===== config.mk =====
export PLATFORM = sky130hd
export DESIGN_NAME = sha3_job_ctrl
export DESIGN_NICKNAME = d
export VERILOG_FILES = /design/src/rtl/sha3_pkg.sv /design/src/rtl/sha3_burst_issuer.sv /design/src/rtl/sha3_job_ctrl.sv
export SDC_FILE = /design/constraint.sdc
export NUM_CORES = 2
export LEC_CHECK = 0
export ABC_AREA = 1
export BUFFER_PORTS_ARGS = -buffer_cell sky130_fd_sc_hd__clkbuf_2
export CAP_MARGIN = 10
export CORE_AREA = 4 4 496 498
export DETAILED_ROUTE_END_ITERATION = 8
export DIE_AREA = 0 0 500 502
export PLACE_DENSITY = 0.3
export SLEW_MARGIN = 20
export SYNTH_ARGS = -nofsm -noshare
export SYNTH_HDL_FRONTEND = slang
export SYNTH_HIERARCHICAL = 1
export SYNTH_SLANG_ARGS = --single-unit

===== constraint.sdc =====
create_clock -name clk -period 2.65 [get_ports clk]
set_input_delay 0.53 -clock clk [delete_from_list [all_inputs] [get_ports clk]]
set_output_delay 0.53 -clock clk [all_outputs]
set_load 0.005 [all_outputs]

===== src/rtl/sha3_pkg.sv =====
// Shared types and constants for the SHA3-512 job controller.
package sha3_pkg;

    typedef enum logic [2:0] {
        S_IDLE,
        S_KRST,
        S_FEED,
        S_PAD,
        S_DRAIN,
        S_WAIT_HASH,
        S_DONE
    } feed_state_e;

    localparam int BEAT_BYTES = 16;
    localparam int WORD_BYTES = 8;
    localparam int DIGEST_W   = 512;

endpackage


===== src/rtl/sha3_burst_issuer.sv =====
// Splits a job into 128-bit read bursts and runs the rd_req/rd_ack handshake.
module sha3_burst_issuer
    import sha3_pkg::*;
#(
    parameter int ADDR_W    = 32,
    parameter int LEN_W     = 32,
    parameter int MAX_BURST = 16
) (
    input  logic              clk,
    input  logic              reset,
    input  logic              load_i,
    input  logic [ADDR_W-1:0] base_i,
    input  logic [LEN_W-1:0]  beats_i,
    input  logic              fifo_half_full_i,
    input  logic              rd_ack_i,
    output logic              rd_req_o,
    output logic [ADDR_W-1:0] rd_addr_o,
    output logic [8:0]        rd_beats_o,
    output logic              issue_done_o
);

    localparam logic [LEN_W-1:0] MAXB  = LEN_W'(MAX_BURST);
    localparam int               BSH   = $clog2(BEAT_BYTES);

    logic [ADDR_W-1:0] addr_q, addr_d;
    logic [LEN_W-1:0]  rem_q, rem_d;
    logic              req_q, req_d;
    logic [8:0]        beats_q, beats_d;
    logic [8:0]        burst_len;

    assign burst_len = (rem_q > MAXB) ? 9'(MAX_BURST) : rem_q[8:0];

    always_comb begin
        addr_d  = addr_q;
        rem_d   = rem_q;
        req_d   = req_q;
        beats_d = beats_q;
        if (load_i) begin
            addr_d  = base_i;
            rem_d   = beats_i;
            req_d   = 1'b0;
            beats_d = '0;
        end else if (req_q && rd_ack_i) begin
            req_d   = 1'b0;
            addr_d  = addr_q + (ADDR_W'(beats_q) << BSH);
            rem_d   = rem_q - LEN_W'(beats_q);
            beats_d = '0;
        end else if (!req_q && rem_q != '0 && !fifo_half_full_i) begin
            // half-full only gates raising; a pending request stays put
            req_d   = 1'b1;
            beats_d = burst_len;
        end
    end

    always_ff @(posedge clk) begin
        if (reset) begin
            addr_q  <= '0;
            rem_q   <= '0;
            req_q   <= 1'b0;
            beats_q <= '0;
        end else begin
            addr_q  <= addr_d;
            rem_q   <= rem_d;
            req_q   <= req_d;
            beats_q <= beats_d;
        end
    end

    assign rd_req_o     = req_q;
    assign rd_addr_o    = addr_q;
    assign rd_beats_o   = beats_q;
    assign issue_done_o = (rem_q == '0) && !req_q;

endmodule


===== src/rtl/sha3_job_ctrl.sv =====
// SHA3-512 job sequencer: burst reads, Keccak feed with last/pad control,
// digest capture and done/err reporting.
module sha3_job_ctrl
    import sha3_pkg::*;
#(
    parameter int ADDR_W    = 32,
    parameter int LEN_W     = 32,
    parameter int MAX_BURST = 16
) (
    input  logic                clk,
    input  logic                reset,
    input  logic                start,
    input  logic [ADDR_W-1:0]   msg_addr,
    input  logic [LEN_W-1:0]    msg_len,
    output logic                busy,
    output logic                done,
    output logic                err,
    output logic                rd_req,
    output logic [ADDR_W-1:0]   rd_addr,
    output logic [8:0]          rd_beats,
    input  logic                rd_ack,
    input  logic                fifo_half_full,
    input  logic                word_valid,
    input  logic [63:0]         word_data,
    output logic                word_pop,
    output logic                keccak_rst,
    output logic [63:0]         keccak_input,
    output logic                in_ready,
    output logic                is_last,
    output logic [2:0]          byte_num,
    input  logic                buffer_full,
    input  logic                out_ready,
    input  logic [DIGEST_W-1:0] keccak_out,
    output logic [DIGEST_W-1:0] hash
);

    feed_state_e         state_q, state_d;
    logic [LEN_W-1:0]    words_q, words_d;
    logic [2:0]          rem_q, rem_d;
    logic                drop_q, drop_d;
    logic                err_q, err_d;
    logic                done_q, busy_q, krst_q;
    logic [DIGEST_W-1:0] hash_q, hash_d;

    logic [LEN_W:0]   len_ext;
    logic [LEN_W-1:0] w_cnt, b_cnt;
    logic             aligned, accept, last_word, issue_done;
    logic [63:0]      keep_mask;

    assign len_ext   = {1'b0, msg_len};
    assign w_cnt     = LEN_W'((len_ext + (LEN_W+1)'(7)) >> 3);
    assign b_cnt     = LEN_W'((len_ext + (LEN_W+1)'(15)) >> 4);
    assign aligned   = (msg_addr[3:0] == 4'd0);
    assign accept    = (state_q == S_IDLE) && start && aligned;
    assign last_word = (words_q == LEN_W'(1));
    assign keep_mask = ~(64'hFFFF_FFFF_FFFF_FFFF >> {rem_q, 3'b000});

    sha3_burst_issuer #(
        .ADDR_W    (ADDR_W),
        .LEN_W     (LEN_W),
        .MAX_BURST (MAX_BURST)
    ) u_issuer (
        .clk              (clk),
        .reset            (reset),
        .load_i           (accept),
        .base_i           (msg_addr),
        .beats_i          (b_cnt),
        .fifo_half_full_i (fifo_half_full),
        .rd_ack_i         (rd_ack),
        .rd_req_o         (rd_req),
        .rd_addr_o        (rd_addr),
        .rd_beats_o       (rd_beats),
        .issue_done_o     (issue_done)
    );

    always_comb begin
        state_d      = state_q;
        words_d      = words_q;
        rem_d        = rem_q;
        drop_d       = drop_q;
        err_d        = err_q;
        hash_d       = hash_q;
        word_pop     = 1'b0;
        in_ready     = 1'b0;
        is_last      = 1'b0;
        byte_num     = 3'd0;
        keccak_input = '0;
        unique case (state_q)
            S_IDLE: begin
                if (start && aligned) begin
                    state_d = S_KRST;
                    err_d   = 1'b0;
                    words_d = w_cnt;
                    rem_d   = msg_len[2:0];
                    drop_d  = w_cnt[0];
                end else if (start) begin
                    state_d = S_DONE;
                    err_d   = 1'b1;
                end
            end
            S_KRST: state_d = (words_q == '0) ? S_PAD : S_FEED;
            S_FEED: begin
                if (word_valid && !buffer_full) begin
                    word_pop     = 1'b1;
                    in_ready     = 1'b1;
                    keccak_input = word_data;
                    words_d      = words_q - LEN_W'(1);
                    if (last_word) begin
                        if (rem_q != 3'd0) begin
                            is_last      = 1'b1;
                            byte_num     = rem_q;
                            keccak_input = word_data & keep_mask;
                        end
                        // odd word count leaves a spare word in the last beat
                        if (drop_q)              state_d = S_DRAIN;
                        else if (rem_q == 3'd0)  state_d = S_PAD;
                        else                     state_d = S_WAIT_HASH;
                    end
                end
            end
            S_DRAIN: begin
                if (word_valid) begin
                    word_pop = 1'b1;
                    state_d  = (rem_q == 3'd0) ? S_PAD : S_WAIT_HASH;
                end
            end
            S_PAD: begin
                if (!buffer_full) begin
                    in_ready = 1'b1;
                    is_last  = 1'b1;
                    state_d  = S_WAIT_HASH;
                end
            end
            S_WAIT_HASH: begin
                if (out_ready && issue_done) begin
                    hash_d  = keccak_out;
                    state_d = S_DONE;
                end
            end
            S_DONE:  state_d = S_IDLE;
            default: state_d = S_IDLE;
        endcase
    end

    always_ff @(posedge clk) begin
        if (reset) begin
            state_q <= S_IDLE;
            words_q <= '0;
            rem_q   <= 3'd0;
            drop_q  <= 1'b0;
            err_q   <= 1'b0;
            done_q  <= 1'b0;
            busy_q  <= 1'b0;
            krst_q  <= 1'b1;
            hash_q  <= '0;
        end else begin
            state_q <= state_d;
            words_q <= words_d;
            rem_q   <= rem_d;
            drop_q  <= drop_d;
            err_q   <= err_d;
            done_q  <= (state_d == S_DONE);
            busy_q  <= state_d inside {S_KRST, S_FEED, S_PAD, S_DRAIN, S_WAIT_HASH};
            krst_q  <= (state_d == S_KRST);
            hash_q  <= hash_d;
        end
    end

    assign busy       = busy_q;
    assign done       = done_q;
    assign err        = err_q;
    assign keccak_rst = krst_q;
    assign hash       = hash_q;

    logic unused_ok;
    assign unused_ok = accept;

endmodule


==> flow_summary.ini <==
[clock_tree]
clk_latency_ns = 0.74
cts-root-buf = clkbuf_16
h-tree-depth = 3
cts_num_sinks = 629
clk_pin_slew_ns = 0.06
cts_buffers = 90
clk_path_buf_depth = 3
cts_tree = yes

[synthesis]
synth-main-ff-cell = dfxtp_1
synth_edf_count = 0
synthArstFlopShare_pct = 0
yosysWarnings = 6
seq_area_frac_synth_pct = 45.0
syn_inst = 4057
synth_top_area_cell = dfxtp_1
yosys-top-cells-area = dfxtp_1 (45%), nor2_1 (17%), o21ai_0 (11%)
post_synth_num_cell_types = 58
yosys.area.top_type_share_pct = 45.0
syn_area_per_cell_um2 = 6.90
syn_area_um2 = 28000
ys_ff_latch = 629

[sta]
setup_viol = 58
slew_headroom_pct = 51.2
rsz0062_at_grt = yes
fmax_mhz = 334
fin_crit_sh_pct = 113
setup_ws_ns = -0.345
finClkSkew_ns = 0.0576
hold_viol = 0
holdWs_ns = 0.0701
drv_slew = 0
min_period_ns = 2.99
tightestPinTransition_ns = 0.725

[placement]
port_buffers = 1275
post-dp-hpwl_um = 180000
place_congestion = 0.911
preCtsSetupSlack_ns = -0.100
placed_area_um2 = 40100

[critical_path]
cp.buffers_inverters = 4
critical_path.max_stage_delay_ns = 0.36
cp_slowest_cell = dfxtp_4
cp_cell_sequence = nor2_4 > nand2_2 > nor2_4 > nand2_4 > nor2_8 > inv_4 > nor2_8 > inv_4 > a31oi_4 > buf_12 > nor3_2 > clkbuf_2
criticalPathCategory = flop to primary output
path_delay_family = simple AND/OR/NAND/NOR gates
cp_data_required_time_ns = 2.12
startpoint_type = flop
end_kind = primary output
crit_fanout = 8
worstPathArrival_ns = 2.46

[pwr]
p_int_mw = 19.9
peakVddDrop_v = 0.000437
p_clk_share_pct = 41.9
power_mw = 30.0
p_sw_share_pct = 33.8
power.density_nw_per_um2 = 627
power.share.combinational_pct = 25.1
p_sw_mw = 10.1
seqPwrFrac_pct = 33.0
cellLeakagePower_nw = 21.6

[floorplan]
boundaryPins = 1276
core_um2 = 242000
initial_core_util_pct = 11.6
die_w_um = 500
die_y_um = 502
die-area_um2 = 251000
fp-row-count = 181

[global_routing]
grt_max_degree = 105
gr-usage-all-layers_pct = 16.3
grt_first_pass_wirelength_um = 286000
antenna_found_initial = 159
grt_pass1_vias = 34518
grt_overflow_total = 0

[detailed_routing]
drc = 0
drt-total-wl_um = 216000
dr_total_vias = 34666
first_pass_iters = 6
drt-initial-drc-count = 1936
antenna_left = 0
wl_per_cell_um = 23.4
via_per_inst = 3.77

[run_status]
failed_checks = setup timing
status = finished with violations

[final_layout]
syn2layout_area_growth_pct = 71.0
drive_gt1_share_pct = 32.7
fin_area_um2 = 47900
final_net_count = 6559
fin_util_pct = 19.8

[flow_run]
cap_violations = 0

[min_path]
min_path_type = input port to flop
[final cells by class]
class | instances | area [µm²]
timing repair inverter | 1 | 6.26
sequential | 629 | 12600
inverter | 265 | 1040
tap | 3202 | 4010
antenna | 39 | 97.6
timing repair buffer | 1955 | 13200
clock buffer | 133 | 2590
fill | 27773 | 194000
clock inverter | 32 | 415
multi-input combinational | 2946 | 13900
[synth_stat cells (3+ instances only)]
cell and count:
nor2_1 1265, dfxtp_1 629, o21ai_0 589, nand2_1 498, inv_1 249, nand3_1 197
clkbuf_1 143, a21oi_1 71, buf_2 65, xor2_1 45, nand4_1 32, nor3_1 29
nor2_2 24, o21ai_1 22, ha_1 21, nor3_2 16, nor3b_1 16, nand2_2 14
inv_2 11, nor2_4 11, xnor2_1 10, buf_1 8, nand3_2 8, a31oi_1 7
o211ai_1 7, o21bai_1 7, o22ai_1 7, or2_2 6, a21oi_2 4, a21boi_0 3
inv_4 3, nor2_8 3, or2_0 3
[final timing paths]
path / start / to / slack, ns / depth (start not counted)
worst max-delay path: words_q[14]$_SDFFE_PP0P_ / keccak_input[9] / -0.34 / 12
worst min-delay path: keccak_out[449] / hash[449]$_SDFFE_PP0P_ / 0.07 / 3
worst max register to register: u_issuer/rem_q[14]$_SDFFE_PP0N_ / hash[7]$_SDFFE_PP0P_ / 0.15 / 14
worst min register to register: hash[5]$_SDFFE_PP0P_ / hash[5]$_SDFFE_PP0P_ / 0.48 / 2
[metal layers]
metal / GRT usage, % / up-vias / wire, µm
li1: - / 16744 / -
met1: 18.6 / 16148 / 85600
met2: 27.3 / 1283 / 101000
met3: 5.95 / 423 / 18700
met4: 6.95 / 68 / 9550
met5: 0 / - / 422
[power groups by stage]
| stage | Clock [mW] | Combinational (mW) | Sequential [mW] |
|---|---|---|---|
| final | 12.6 | 7.53 | 9.90 |
| after global routing | 13.4 | 8.32 | 9.93 |
| after CTS | 13.2 | 7.53 | 9.90 |
| after detailed placement | 0 | 6.69 | 10.1 |
| after global placement | 0 | 6.70 | 10.1 |
| after floorplan | 0 | 3.74 | 10.1 |
[placed cells by master (no fill, tap or decap), drive strengths merged, types with 76 or more instances in the layout]
cell	instances
inv	268
dlygate4sd3	339
o21ai	613
nor2	1303
dfxtp	629
a21oi	76
buf	349
nand2	514
nand3	205
clkbuf	1398
[stage by stage]
step / cells / setup TNS, ns
floorplan: 4059 / 0
global placement: 8599 / -0.576
detailed placement: 8599 / -0.693
CTS: 9154 / -20.84
global route: 9191 / -26.04
finish: 9202 / -15.19
[worst min-delay path: cells and delay by family]
kind	cells	cell delay (ns)
AO/OA/AOI/OAI	1	0.08
AND/OR/NAND/NOR	1	0.08
buffers and inverters	1	0.08
[state kept, by name (all words and copies together) (netlist names), 3 cells and up]
signal	count
u_issuer/rd_beats_o	9
state_q	3
rem_q	3
words_q	32
u_issuer/rd_addr_o	32
hash	512
u_issuer/rem_q	32
[cells by family after synthesis]
kind of cell / after synthesis / share of synthesized area, %
adders and majority gates: 23 / 1.08
buffers and inverters: 484 / 6.86
muxes: 1 / 0.0358
other: 1 / 0.0134
AOI/OAI and AO/OA: 731 / 13.6
xor gates and xnor gates: 55 / 1.72
and+or+nand+nor: 2133 / 31.7
DFF: 629 / 45.0
[repair_timing]
action,in CTS,in global routing
hold endpoints to repair,339,0
setup endpoints to repair,88,538
gates cloned,4,3
resized for setup,127,85
setup buffers,47,10
hold buffers,339,0
pin swaps,25,16
Power figures use the tool's default switching activity.
